File: config.mk
export PLATFORM = sky130hd
export DESIGN_NAME = unidade_controle_flat
export DESIGN_NICKNAME = d
export VERILOG_FILES = /design/src/rtl/unidade_controle_if.sv /design/src/rtl/unidade_controle.sv /design/src/flat_wrapper.sv
export SDC_FILE = /design/constraint.sdc
export NUM_CORES = 1
export LEC_CHECK = 0
export ABC_AREA = 1
export BUFFER_PORTS_ARGS = -buffer_cell sky130_fd_sc_hd__buf_2
export CAP_MARGIN = 20
export CELL_PAD_IN_SITES_DETAIL_PLACEMENT = 0
export CELL_PAD_IN_SITES_GLOBAL_PLACEMENT = 1
export CORE_MARGIN = 4
export CORE_UTILIZATION = 25
export CTS_BUF_LIST = sky130_fd_sc_hd__clkbuf_4
export DETAILED_ROUTE_END_ITERATION = 7
export PLACE_DENSITY_LB_ADDON = 0.1
export SYNTH_ARGS = -nofsm -noshare
export SYNTH_HDL_FRONTEND = slang
export SYNTH_SLANG_ARGS = --single-unit
File: constraint.sdc
create_clock -name clock -period 0.9 [get_ports clock]
set_input_delay 0.135 -clock clock [delete_from_list [all_inputs] [get_ports clock]]
set_output_delay 0.135 -clock clock [all_outputs]
set_load 0.02 [all_outputs]
File: src/rtl/unidade_controle_if.sv
// rtl/unidade_controle_if.sv - control/status bundle between the game FSM and its datapath
interface unidade_controle_if;
  logic zeraC;
  logic contaC;
  logic zeraR;
  logic registraR;
  logic conta;
  logic jogada_feita;
  logic igual;
  logic fimC;
  logic fimT;

  modport master (
    output zeraC, contaC, zeraR, registraR, conta,
    input  jogada_feita, igual, fimC, fimT
  );

  modport slave (
    input  zeraC, contaC, zeraR, registraR, conta,
    output jogada_feita, igual, fimC, fimT
  );
endinterface

File: src/rtl/unidade_controle.sv
// rtl/unidade_controle.sv - Moore FSM sequencing one 16-move round against the ROM
module unidade_controle #(
  parameter bit TIMEOUT_EN = 1'b1
) (
  input  logic                      clock,
  input  logic                      reset,
  input  logic                      iniciar,
  unidade_controle_if.master        dp,
  output logic                      pronto,
  output logic                      acertou,
  output logic                      errou,
  output logic                      timeout,
  output logic [3:0]                db_estado
);

  typedef enum logic [3:0] {
    st_inicial     = 4'h0,
    st_preparacao  = 4'h1,
    st_espera      = 4'h2,
    st_registra    = 4'h4,
    st_comparacao  = 4'h5,
    st_proximo     = 4'h6,
    st_fim_acertou = 4'hA,
    st_fim_timeout = 4'hD,
    st_fim_errou   = 4'hE
  } estado_t;

  estado_t estado_q;
  estado_t estado_d;

  always_ff @(posedge clock or negedge reset) begin
    if (!reset) estado_q <= st_inicial;
    else        estado_q <= estado_d;
  end

  always_comb begin
    estado_d     = st_inicial;
    dp.zeraC     = 1'b0;
    dp.contaC    = 1'b0;
    dp.zeraR     = 1'b0;
    dp.registraR = 1'b0;
    dp.conta     = 1'b0;
    pronto       = 1'b0;
    acertou      = 1'b0;
    errou        = 1'b0;
    timeout      = 1'b0;
    db_estado    = estado_q;

    case (estado_q)
      st_inicial: estado_d = iniciar ? st_preparacao : st_inicial;
      st_preparacao: begin
        dp.zeraC = 1'b1;
        dp.zeraR = 1'b1;
        estado_d = st_espera;
      end
      st_espera: begin
        dp.conta = 1'b1;
        // a move arriving on the same edge as the timer expiry still counts
        if (dp.jogada_feita)            estado_d = st_registra;
        else if (dp.fimT && TIMEOUT_EN) estado_d = st_fim_timeout;
        else                            estado_d = st_espera;
      end
      st_registra: begin
        dp.registraR = 1'b1;
        estado_d     = st_comparacao;
      end
      st_comparacao: begin
        if (!dp.igual)    estado_d = st_fim_errou;
        else if (dp.fimC) estado_d = st_fim_acertou;
        else              estado_d = st_proximo;
      end
      st_proximo: begin
        dp.contaC = 1'b1;
        estado_d  = st_espera;
      end
      st_fim_acertou: begin
        pronto   = 1'b1;
        acertou  = 1'b1;
        estado_d = iniciar ? st_preparacao : st_fim_acertou;
      end
      st_fim_errou: begin
        pronto   = 1'b1;
        errou    = 1'b1;
        estado_d = iniciar ? st_preparacao : st_fim_errou;
      end
      st_fim_timeout: begin
        pronto   = 1'b1;
        timeout  = 1'b1;
        estado_d = iniciar ? st_preparacao : st_fim_timeout;
      end
      default: estado_d = st_inicial;
    endcase
  end

endmodule

File: src/flat_wrapper.sv
// flat-port wrapper written by rule: the top's interface ports become plain ports
module unidade_controle_flat 
#(
  parameter bit TIMEOUT_EN = 1'b1
)
  (clock, reset, iniciar, pronto, acertou, errou, timeout, db_estado, dp_zeraC, dp_contaC, dp_zeraR, dp_registraR, dp_conta, dp_jogada_feita, dp_igual, dp_fimC, dp_fimT);
  unidade_controle_if dp_i ();
  input  logic clock;
  input  logic reset;
  input  logic iniciar;
  output logic pronto;
  output logic acertou;
  output logic errou;
  output logic timeout;
  output logic [3:0] db_estado;
  output wire logic [$bits(dp_i.zeraC)-1:0] dp_zeraC;
  output wire logic [$bits(dp_i.contaC)-1:0] dp_contaC;
  output wire logic [$bits(dp_i.zeraR)-1:0] dp_zeraR;
  output wire logic [$bits(dp_i.registraR)-1:0] dp_registraR;
  output wire logic [$bits(dp_i.conta)-1:0] dp_conta;
  input wire logic [$bits(dp_i.jogada_feita)-1:0] dp_jogada_feita;
  input wire logic [$bits(dp_i.igual)-1:0] dp_igual;
  input wire logic [$bits(dp_i.fimC)-1:0] dp_fimC;
  input wire logic [$bits(dp_i.fimT)-1:0] dp_fimT;
  assign dp_zeraC = dp_i.zeraC;
  assign dp_contaC = dp_i.contaC;
  assign dp_zeraR = dp_i.zeraR;
  assign dp_registraR = dp_i.registraR;
  assign dp_conta = dp_i.conta;
  assign dp_i.jogada_feita = dp_jogada_feita;
  assign dp_i.igual = dp_igual;
  assign dp_i.fimC = dp_fimC;
  assign dp_i.fimT = dp_fimT;
  unidade_controle #(.TIMEOUT_EN(TIMEOUT_EN)) u_core (.clock(clock), .reset(reset), .iniciar(iniciar), .dp(dp_i), .pronto(pronto), .acertou(acertou), .errou(errou), .timeout(timeout), .db_estado(db_estado));
endmodule
Word-level counts from Yosys, hierarchy flattened
Index checks and enable logic that the tools add are counted.

word-level totals
  flip-flop bits (word level) = 4
  output and inout bits = 13
  bits of input ports = 7

cells by class
  equal/unequal tests = 8
  reduce and logical (&&, ||, !) cells = 3
  muxes and demuxes = 17

operator list
  kind                                                 count
  case mux 4 bit (8 select lines)                      1
  2-to-1 mux 4 bit                                     7
  equality test 4 x 3 -> 1 bit, second input constant  3
  equality test 4 bit, second input constant           3
  2-to-1 mux 1 bit                                     9
  equality test 4 x 1 -> 1 bit, second input constant  1
  equality test 4 x 2 -> 1 bit, second input constant  1
  zero test 4 bit                                      1
  OR reduction 3 bit                                   1
  OR reduction 2 bit                                   1

Logic depth before layout (Yosys ltp)
Gate-level depths: netlist of the first run.

  word-level depth = 3
  gate-level depth with buffers = 7
  mapped depth without buffers = 7

Least setup slack after synthesis of the first run
No wires, ideal clock.

  path type = flip-flop to output port
  start point = reg u_core.estado_q[1] (netlist: u_core.db_estado[1])
  end point = out dp_zeraR
  arrival time = 1251 ps
  data required time = 765 ps
  cell stages (with the launch flop) = 5
  slack = -486 ps
  cells stage by stage = dfrtp_1 > inv_2 > nand2_1 > nor2_1 > buf_4

between the ends
  longest elaborated chain between the ends = 2

ends and longest elaborated chain
  what                          line                    text
  from (decl)                   unidade_controle.sv:28  estado_t estado_q;
  from (signal assigned)        unidade_controle.sv:32  if (!reset) estado_q <= st_inicial;
  from (signal assigned)        unidade_controle.sv:33  else estado_q <= estado_d;
  equality test 4 x 1 -> 1 bit  -
  2-to-1 mux 1 bit              -
  to (decl)                     flat_wrapper.sv:18      output wire logic [$bits(dp_i.zeraR)-1:0] dp_zeraR;

No other way between the ends.

Worst setup path after layout of the first run
  start point = reg u_core.estado_q[0] (netlist: u_core.db_estado[0])
  end point = out dp_contaC

between the ends
  longest elaborated chain between the ends = 2

ends and longest elaborated chain
  what                          line                    text
  equality test 4 x 3 -> 1 bit  unidade_controle.sv:49  case (estado_q)
  2-to-1 mux 1 bit              unidade_controle.sv:49
  to (decl)                     flat_wrapper.sv:17      output wire logic [$bits(dp_i.contaC)-1:0] dp_contaC;

No other way between the ends.

==> results of run 1 <==
how the worst max path moves through the flow:
stage	start	endpoint	slack (ns)
detailed placement	u_core.db_estado[3]$_DFF_PN0_	dp_contaC	-0.22
global placement	u_core.db_estado[3]$_DFF_PN0_	dp_contaC	-0.19
finish	u_core.db_estado[0]$_DFF_PN0_	dp_contaC	-0.38
floorplan	u_core.db_estado[0]$_DFF_PN0_	u_core.db_estado[3]$_DFF_PN0_	-0.21
global route	u_core.db_estado[0]$_DFF_PN0_	dp_contaC	-0.44
CTS	u_core.db_estado[1]$_DFF_PN0_	pronto	-0.38
cell type report:
class,count,share of cell area (%)
inverters,13,7.02
well taps,15,2.15
repair buffers,40,40.7
flip-flops and latches,4,12.0
multi-input cells,46,35.5
clock buffers,3,2.58
stage by stage:
stage / hold WS, ns / setup slack, ns
2_1_floorplan: -0.161 / -0.206
3_3_place_gp: -0.0562 / -0.191
3_5_place_dp: -0.0558 / -0.215
4_1_cts: 0.146 / -0.381
5_1_grt: 0.144 / -0.442
6_report: 0.150 / -0.379
power by group through the flow:
stage | Combinational, mW | Clock [mW] | Sequential (mW)
floorplan | 0.803 | 0 | 0.478
detailed placement | 1.25 | 0 | 0.390
global placement | 1.26 | 0 | 0.386
CTS | 1.65 | 0.232 | 0.406
finish | 1.99 | 0.224 | 0.420
global route | 2.13 | 0.269 | 0.436
what timing repair did:
action	in CTS	in global routing
setup endpoints to repair	17	17
buffers inserted	10	7
endpoints found under the hold margin	4	0
pin swaps	6	14
hold buffers	1	0
resized for setup	28	18
cell families (layout without fill, tap and decap cells):
group	count (synthesis)	after routing	synth area share, %
buffers and inverters	14	56	14.9
DFF	4	4	26.5
AOI/OAI and AO/OA	3	3	4.63
and+or+nand+nor	43	43	54.0
routing by layer:
| layer | part of all wire [%] | global-route usage, % | vias to the layer above | routed length (um) |
|---|---|---|---|---|
| met5 | 0 | 0 | - | 0 |
| met4 | 0 | 0 | 0 | 0 |
| met3 | 7.0 | 6.90 | 0 | 98 |
| met2 | 50 | 20.9 | 18 | 701 |
| met1 | 43 | 17.6 | 235 | 603 |
| li1 | - | - | 281 | - |
placed cells by master (no fill, tap or decap), types with 4 or more instances in the layout:
cell	synthesis	routed
buf_4	1	15
inv_4	0	5
nand2_1	19	9
nand2_2	3	9
nor2_1	9	5
dfrtp_2	0	4
inv_1	8	5
nand2_4	0	4
nand3_1	8	6
buf_2	0	6
buf_6	0	18
nor2_4	3	7
critical path, cell delays in order (launching register included):
cell     delay (ns)
dfrtp_2        0.45
inv_4          0.11
nand2_4        0.07
nor2_4         0.14
buf_6          0.13
==> metrics, run 1 <==
die area=2200 um^2; Final Non-Filler Cells=121; clk root buf=clkbuf_4; cell taking the most area after synthesis=dfrtp_1; largest net degree at the start of global routing=7; post-synth top area share=26.5%; worst-path fanout max=4; worst skew pair latency=0.24 ns; violated checks=negative setup slack; DRT iter0 DRCs=7; Fmax=782 MHz; total core area=1370 um^2; Post-synth EDFFs=0; clock-pin slew on the worst setup and hold paths=0.04 ns; max-cap violation count=0; Synth area leaders=dfrtp_1 (26%), nand2_1 (19%), nand3_1 (11%), nor2_1 (8.9%), nor2_4 (8.9%); period utilization=142%; Synth Register Bits=4; CTS max path bufs=2; RePlAce Congestion=0.716; placed cell count=101; vias in the first global route=478; status=finished with violations; sw power=1.23 mW; Distinct cells, synth=13; Commonest cells post-synth=nand2_1 (19), nor2_1 (9), inv_1 (8), nand3_1 (8), inv_2 (5); Multi-input gate area=310 um^2; Critical R2R Launch=u_core.db_estado[1]$_DFF_PN0_; first-pass GRT wire length=1990 um; H-tree levels=1; post-synthesis async set-or-reset flop share=100%; nature of the critical path endpoint=primary output; Final Hold Vio Count=0; Yosys warning count=0; Total Routing Usage GR=13.3%; setup violators final=17; Max-slew headroom=87.7%; Final Skew=0.00306 ns; design area=873 um^2; Layout area overhead=131%; Layout Nets=115; layout cells sized above 1=73.6%; reg2reg end=u_core.db_estado[3]$_DFF_PN0_; area of placed instances=572 um^2; Switching Share=46.7%; setup ws final=-0.379 ns; worst reg-to-reg path cell count=8; Hold Crit Class=in2reg; HPWL after DPL=927 um; RSZ-0062 raised after global routing=yes; syn nets=71; via count=534; Residual DRC=0; hold depth=3; reg2reg setup slack=-0.29 ns; internal power=1.40 mW; Die Span Y=46.9 um; final core occ=63.9%; WL final=1400 um; Slew Viols, Final=0; Die Width=46.9 um; WP data arrival=1.14 ns; cell count after synthesis=64; Comb pwr share=75.5%; Worst Path Required=0.76 ns; Reg power frac=16.0%; maximum vdd drop=0.00169 V; worst slew pin tran=0.185 ns; Initial Util=27.7%; drt wl/cell=11.6 um; Crit Path Class=reg2out; Register Area=105 um^2; CTS tree=done; Design Power=2.63 mW; Filler cells=127; Setup Total Neg Slack=-4.84 ns; Leakage=0.487 nW; register area share after synthesis=26.5%; fraction of power consumed by the clock network=8.5%; Std-Cell Rows=13; CP startpoint kind=flip-flop; diodes inserted=0; max reg flops=4; grt ovf=0; mapped cell area=378 um^2; Primary FF master, synth=dfrtp_1; clock sink total=4; top-count cell post-synth=nand2_1; Hold Startpoint=dp_fimT; initial antenna violation count=0; # IOs=20; Routed Antenna Nets=0; router iterations before antenna repair=4; Buffers on Ports=19; PwrDens=3020 nW/um^2; total CTS buffers=3; Hold EP=u_core.db_estado[2]$_DFF_PN0_; via/cell ratio=4.41; Synth Area per Inst=5.90 um^2; post-layout min period=1.28 ns
No activity file was read; power rests on OpenSTA's default activity.
==> inputs of run 2 (changes only) <==
--- a/config.mk
+++ b/config.mk
@@ -11,7 +11,7 @@
 export CELL_PAD_IN_SITES_DETAIL_PLACEMENT = 0
 export CELL_PAD_IN_SITES_GLOBAL_PLACEMENT = 1
 export CORE_MARGIN = 4
-export CORE_UTILIZATION = 25
+export CORE_UTILIZATION = 28
 export CTS_BUF_LIST = sky130_fd_sc_hd__clkbuf_4
 export DETAILED_ROUTE_END_ITERATION = 7
 export PLACE_DENSITY_LB_ADDON = 0.1
==> constraint.sdc (replaced) <==
create_clock -name clock -period 1.4 [get_ports clock]
set_input_delay 0.21 -clock clock [delete_from_list [all_inputs] [get_ports clock]]
set_output_delay 0.21 -clock clock [all_outputs]
set_load 0.02 [all_outputs]
==> metrics, run 2 (synthesis gave the netlist of run 1 again) <==
Hold Startpoint=iniciar; layout cells sized above 1=55.7% (-18 points); Routed Antenna Nets=0 (unchanged); drt wl/cell=9.48 um (-18%); setup ws final=0.0418 ns (+0.420 ns); maximum vdd drop=0.00103 V (-39%); max-cap violation count=0 (unchanged); router iterations before antenna repair=4 (unchanged); commonest non-fill, non-tap cell in the layout=nand2_1; Final Hold Vio Count=0 (unchanged); Fmax=736 MHz; Crit Path Class=reg2out; largest net degree at the start of global routing=7 (unchanged); WL final=967 um (-31%); post-layout min period=1.36 ns; worst slew pin tran=0.176 ns (-0.00931 ns); Design Power=1.13 mW (-57%); initial antenna violation count=0 (unchanged); RSZ-0062 raised after global routing=yes; Final Non-Filler Cells=102 (-16%); PwrDens=1880 nW/um^2 (-38%); Residual DRC=0 (unchanged); worst skew pair latency=0.23 ns (about the same); Hold Crit Class=in2reg; Final Skew=0.00162 ns (-0.00143 ns); Layout area overhead=59.9%; status=completed; placed cell count=96 (-5.0%); Leakage=0.355 nW (-27%); Slew Viols, Final=0 (unchanged); grt ovf=0 (unchanged); nature of the critical path endpoint=primary output; max reg flops=4 (unchanged); Die Span Y=44.7 um (-4.6%); CP startpoint kind=flip-flop; Buffers on Ports=19 (unchanged); diodes inserted=0 (unchanged); CTS max path bufs=2 (unchanged); dpl ws=0.205 ns (+0.421 ns); total core area=1190 um^2 (-13%); Total Routing Usage GR=10.5% (-2.9 points); die area=2000 um^2 (-8.9%); clock sink total=4 (unchanged); reg2reg setup slack=0.26 ns (+0.55 ns); via count=457 (-14%); DRT iter0 DRCs=8 (+1); RePlAce Congestion=0.706 (-1.5%); HPWL after DPL=807 um (-13%); period utilization=97.0%; Critical R2R Launch=u_core.db_estado[0]$_DFF_PN0_; worst hold slack=0.228 ns (+0.0785 ns); Max-slew headroom=88.2% (+0.57 points); Die Width=44.7 um (-4.6%); Setup Total Neg Slack=0 ns (+4.84 ns); CTS tree=done; via/cell ratio=4.48 (+1.5%); worst reg-to-reg path cell count=8 (unchanged); # IOs=20 (unchanged); Layout Nets=97 (-16%); clock-pin slew on the worst setup and hold paths=0.04 ns (about the same); total CTS buffers=3 (unchanged); Hold EP=u_core.db_estado[0]$_DFF_PN0_; reg2reg end=u_core.db_estado[3]$_DFF_PN0_; setup violators final=0 (-17); Std-Cell Rows=12 (-1); vias in the first global route=399 (-17%); first-pass GRT wire length=1520 um (-23%); WP data arrival=1.15 ns (about the same); worst-path fanout max=5 (+1); clk root buf=clkbuf_4; Filler cells=130 (+2.4%); Initial Util=31.9% (+4.2 points); Worst Path Required=1.19 ns (+0.43 ns); commonest cells after routing, fill and taps aside=nand2_1 (14), buf_2 (12), nand2_2 (8), nand3_1 (8), inv_1 (7); H-tree levels=1 (unchanged); hold depth=3 (unchanged)
[run 2: cell types whose count changed in the layout (fill, tap and decap cells not counted), moves of 2 or more]
cell	before	now
nand2_4	4	0
nand3_2	2	0
buf_6	18	5
buf_4	15	4
nor2_4	7	4
inv_4	5	3
nor2_2	1	3
nand2_1	9	14
nand3_1	6	8
buf_2	6	12
inv_1	5	7
[run 2: layout make-up]
cell class                 instances  area (um^2)  share of cell area, %
tap                               14         17.5                   2.90
multi-input combinational         46          246                   40.8
sequential                         4          105                   17.4
clock buffer                       3         22.5                   3.73
timing repair buffer              22          156                   25.9
inverter                          13         56.3                   9.32
[run 2: repair_timing]
item                                   CTS  global route
endpoints found under the hold margin    4             0
setup endpoints to repair                5             9
pin swaps                                0             5
gates resized for setup                  5            23
hold buffers                             1             0
setup buffers                            1             1
[run 2: per-stage QoR]
step	utilization [%]	cell area, um^2
final	50.9	604
after global routing	50.9	604
after CTS	45.1	536
after detailed placement	40.9	485
after global placement	40.9	485
after floorplan	-	380
[run 2: worst max path at each step]
stage,start,endpoint,slack [ns],cells after the start
2_1_floorplan,u_core.db_estado[1]$_DFF_PN0_,dp_zeraR,0.04,4
3_3_place_gp,u_core.db_estado[0]$_DFF_PN0_,dp_conta,0.20,4
3_5_place_dp,u_core.db_estado[0]$_DFF_PN0_,dp_conta,0.21,4
4_1_cts,u_core.db_estado[3]$_DFF_PN0_,dp_conta,0.008,4
5_1_grt,u_core.db_estado[1]$_DFF_PN0_,errou,-0.02,5
6_report,u_core.db_estado[1]$_DFF_PN0_,errou,0.04,5
[run 2: per-layer routing]
| layer | global-route usage, % | up-vias | wire length, um |
|---|---|---|---|
| met1 | 13.6 | 198 | 440 |
| met3 | 4.38 | 2 | 98 |
| met4 | 3.61 | 0 | 11 |
| met2 | 15.5 | 17 | 416 |
| met5 | 0 | - | 0 |
| li1 | - | 240 | - |
[run 2: report_power, final]
part,total [mW],switching [mW],internal [mW]
Combinational,0.735,0.455,0.280
Sequential,0.257,0.0862,0.171
Clock,0.141,0.0449,0.0957
[run 2: critical path: stages (launching register included)]
cell     delay (ns)
dfrtp_2        0.42
inv_4          0.07
nor2_4         0.16
nand2_1        0.09
inv_1          0.07
buf_6          0.11
==> inputs of run 3 (changes only) <==
--- a/config.mk
+++ b/config.mk
@@ -14,7 +14,7 @@
 export CORE_UTILIZATION = 28
 export CTS_BUF_LIST = sky130_fd_sc_hd__clkbuf_4
 export DETAILED_ROUTE_END_ITERATION = 7
-export PLACE_DENSITY_LB_ADDON = 0.1
+export PLACE_DENSITY = 0.75
 export SYNTH_ARGS = -nofsm -noshare
 export SYNTH_HDL_FRONTEND = slang
 export SYNTH_SLANG_ARGS = --single-unit
==> metrics, run 3 (synthesis gave the netlist of run 1 again) <==
status=completed; grt ovf=0 (unchanged); largest net degree at the start of global routing=7 (unchanged); Die Width=44.7 um (unchanged); post-layout min period=1.37 ns (+0.0159 ns); layout cells sized above 1=52.7% (-2.9 points); CP Launch Point=u_core.db_estado[1]$_DFF_PN0_; router iterations before antenna repair=4 (unchanged); RSZ-0062 raised after global routing=yes; CTS tree=done; # IOs=20 (unchanged); worst slew pin tran=0.156 ns (-0.0192 ns); via count=472 (+3.3%); clk root buf=clkbuf_4; Slew Viols, Final=0 (unchanged); Final Skew=0.000815 ns (-0.000808 ns); Initial Util=31.9% (unchanged); dpl ws=0.193 ns (-0.0128 ns); H-tree levels=1 (unchanged); WL final=1030 um (+6.6%); commonest cells after routing, fill and taps aside=nand2_1 (17), buf_2 (13), buf_4 (11); max reg flops=4 (unchanged); HPWL after DPL=835 um (+3.5%); CTS max path bufs=2 (unchanged); initial antenna violation count=0 (unchanged); drt wl/cell=9.82 um (+3.6%); clock-pin slew on the worst setup and hold paths=0.04 ns (about the same); via/cell ratio=4.50 (+0.33%); diodes inserted=0 (unchanged); first-pass GRT wire length=1480 um (-3.1%); final core occ=49.6% (-1.4 points); Fmax=728 MHz (-1.2%); Max-slew headroom=89.5% (+1.3 points); max-cap violation count=0 (unchanged); Final Non-Filler Cells=105 (+2.9%); CP startpoint kind=flip-flop; commonest non-fill, non-tap cell in the layout=nand2_1; Leakage=0.367 nW (+3.4%); total core area=1190 um^2 (unchanged); Worst Path Required=1.19 ns (about the same); period utilization=98.1% (+1.1 points); maximum vdd drop=0.000888 V (-14%); Filler cells=124 (-4.6%); worst-path fanout max=5 (unchanged); total CTS buffers=3 (unchanged); Hold Crit Class=in2reg; Residual DRC=0 (unchanged); Critical R2R Launch=u_core.db_estado[1]$_DFF_PN0_; nature of the critical path endpoint=primary output; Die Span Y=44.7 um (unchanged); Crit Path Class=reg2out; clock sink total=4 (unchanged); placed cell count=96 (unchanged); Layout area overhead=55.6%; worst hold slack=0.233 ns (+0.00480 ns); WP data arrival=1.16 ns (about the same); Design Power=1.14 mW (+0.76%); DRT iter0 DRCs=6 (-2); Std-Cell Rows=12 (unchanged); setup ws final=0.0259 ns (-0.0159 ns); Routed Antenna Nets=0 (unchanged); Final Hold Vio Count=0 (unchanged); Layout Nets=100 (+3.1%); setup violators final=0 (unchanged); Buffers on Ports=19 (unchanged); die area=2000 um^2 (unchanged); Total Routing Usage GR=10.4% (-0.099 points); PwrDens=1940 nW/um^2 (+3.5%); vias in the first global route=374 (-6.3%); Hold Startpoint=dp_fimT; worst skew pair latency=0.23 ns (about the same); RePlAce Congestion=0.756 (+7.2%)
==> run 3: cell types whose count changed in the layout (fill, tap and decap cells not counted), sizes merged <==
| cell | previous run | this run |
|---|---|---|
| buf | 21 | 24 |
==> run 3: layout make-up <==
| type | instances | area, um^2 | area share, % |
|---|---|---|---|
| multi-input cells | 46 | 234 | 39.8 |
| flip-flops and latches | 4 | 105 | 17.9 |
| well taps | 14 | 17.5 | 2.98 |
| inverters | 13 | 51.3 | 8.72 |
| clock buffers | 3 | 22.5 | 3.83 |
| repair buffers | 25 | 158 | 26.8 |
==> run 3: stage by stage <==
stage	setup TNS (ns)	area (um^2)
after floorplan	0	380
after global placement	0	485
after detailed placement	0	485
after CTS	-0.00371	538
after global routing	-0.109	588
final	0	588
==> run 3: worst max-delay path, cell delays in order, from the launching register on <==
cell     delay (ns)
dfrtp_2        0.40
inv_2          0.08
nor2_4         0.15
nand2_1        0.10
inv_1          0.05
buf_2          0.15
==> run 3: report_power, final <==
group | switching [mW] | leakage, nW | internal (mW) | total (mW)
combinational | 0.450 | 0.307 | 0.299 | 0.749
clock | 0.0446 | 0.0138 | 0.0957 | 0.140
sequential | 0.0814 | 0.0466 | 0.171 | 0.253
==> run 3: timing repair <==
action	in CTS	in global routing
resized for setup	6	9
pin swaps	0	3
endpoints found under the setup margin	6	9
setup buffers	1	4
hold endpoints to repair	4	0
hold buffers	1	0
==> run 3: worst paths after layout <==
kind / endpoint / slack (ns) / cells past startpoint
worst min-delay path: u_core.db_estado[2]$_DFF_PN0_ / 0.23 / 3
min in group asynchronous: u_core.db_estado[2]$_DFF_PN0_ / 0.31 / 2
worst max register to register: u_core.db_estado[3]$_DFF_PN0_ / 0.25 / 8
worst max-delay path: acertou / 0.03 / 5
max in group asynchronous: u_core.db_estado[0]$_DFF_PN0_ / 0.95 / 2
worst min register to register: u_core.db_estado[1]$_DFF_PN0_ / 0.62 / 2
==> run 3: routing by layer <==
metal | wire (um) | track usage [%]
met1 | 431 | 13.0
met4 | 23 | 7.23
met2 | 497 | 15.2
met3 | 79 | 2.79
met5 | 0 | 0
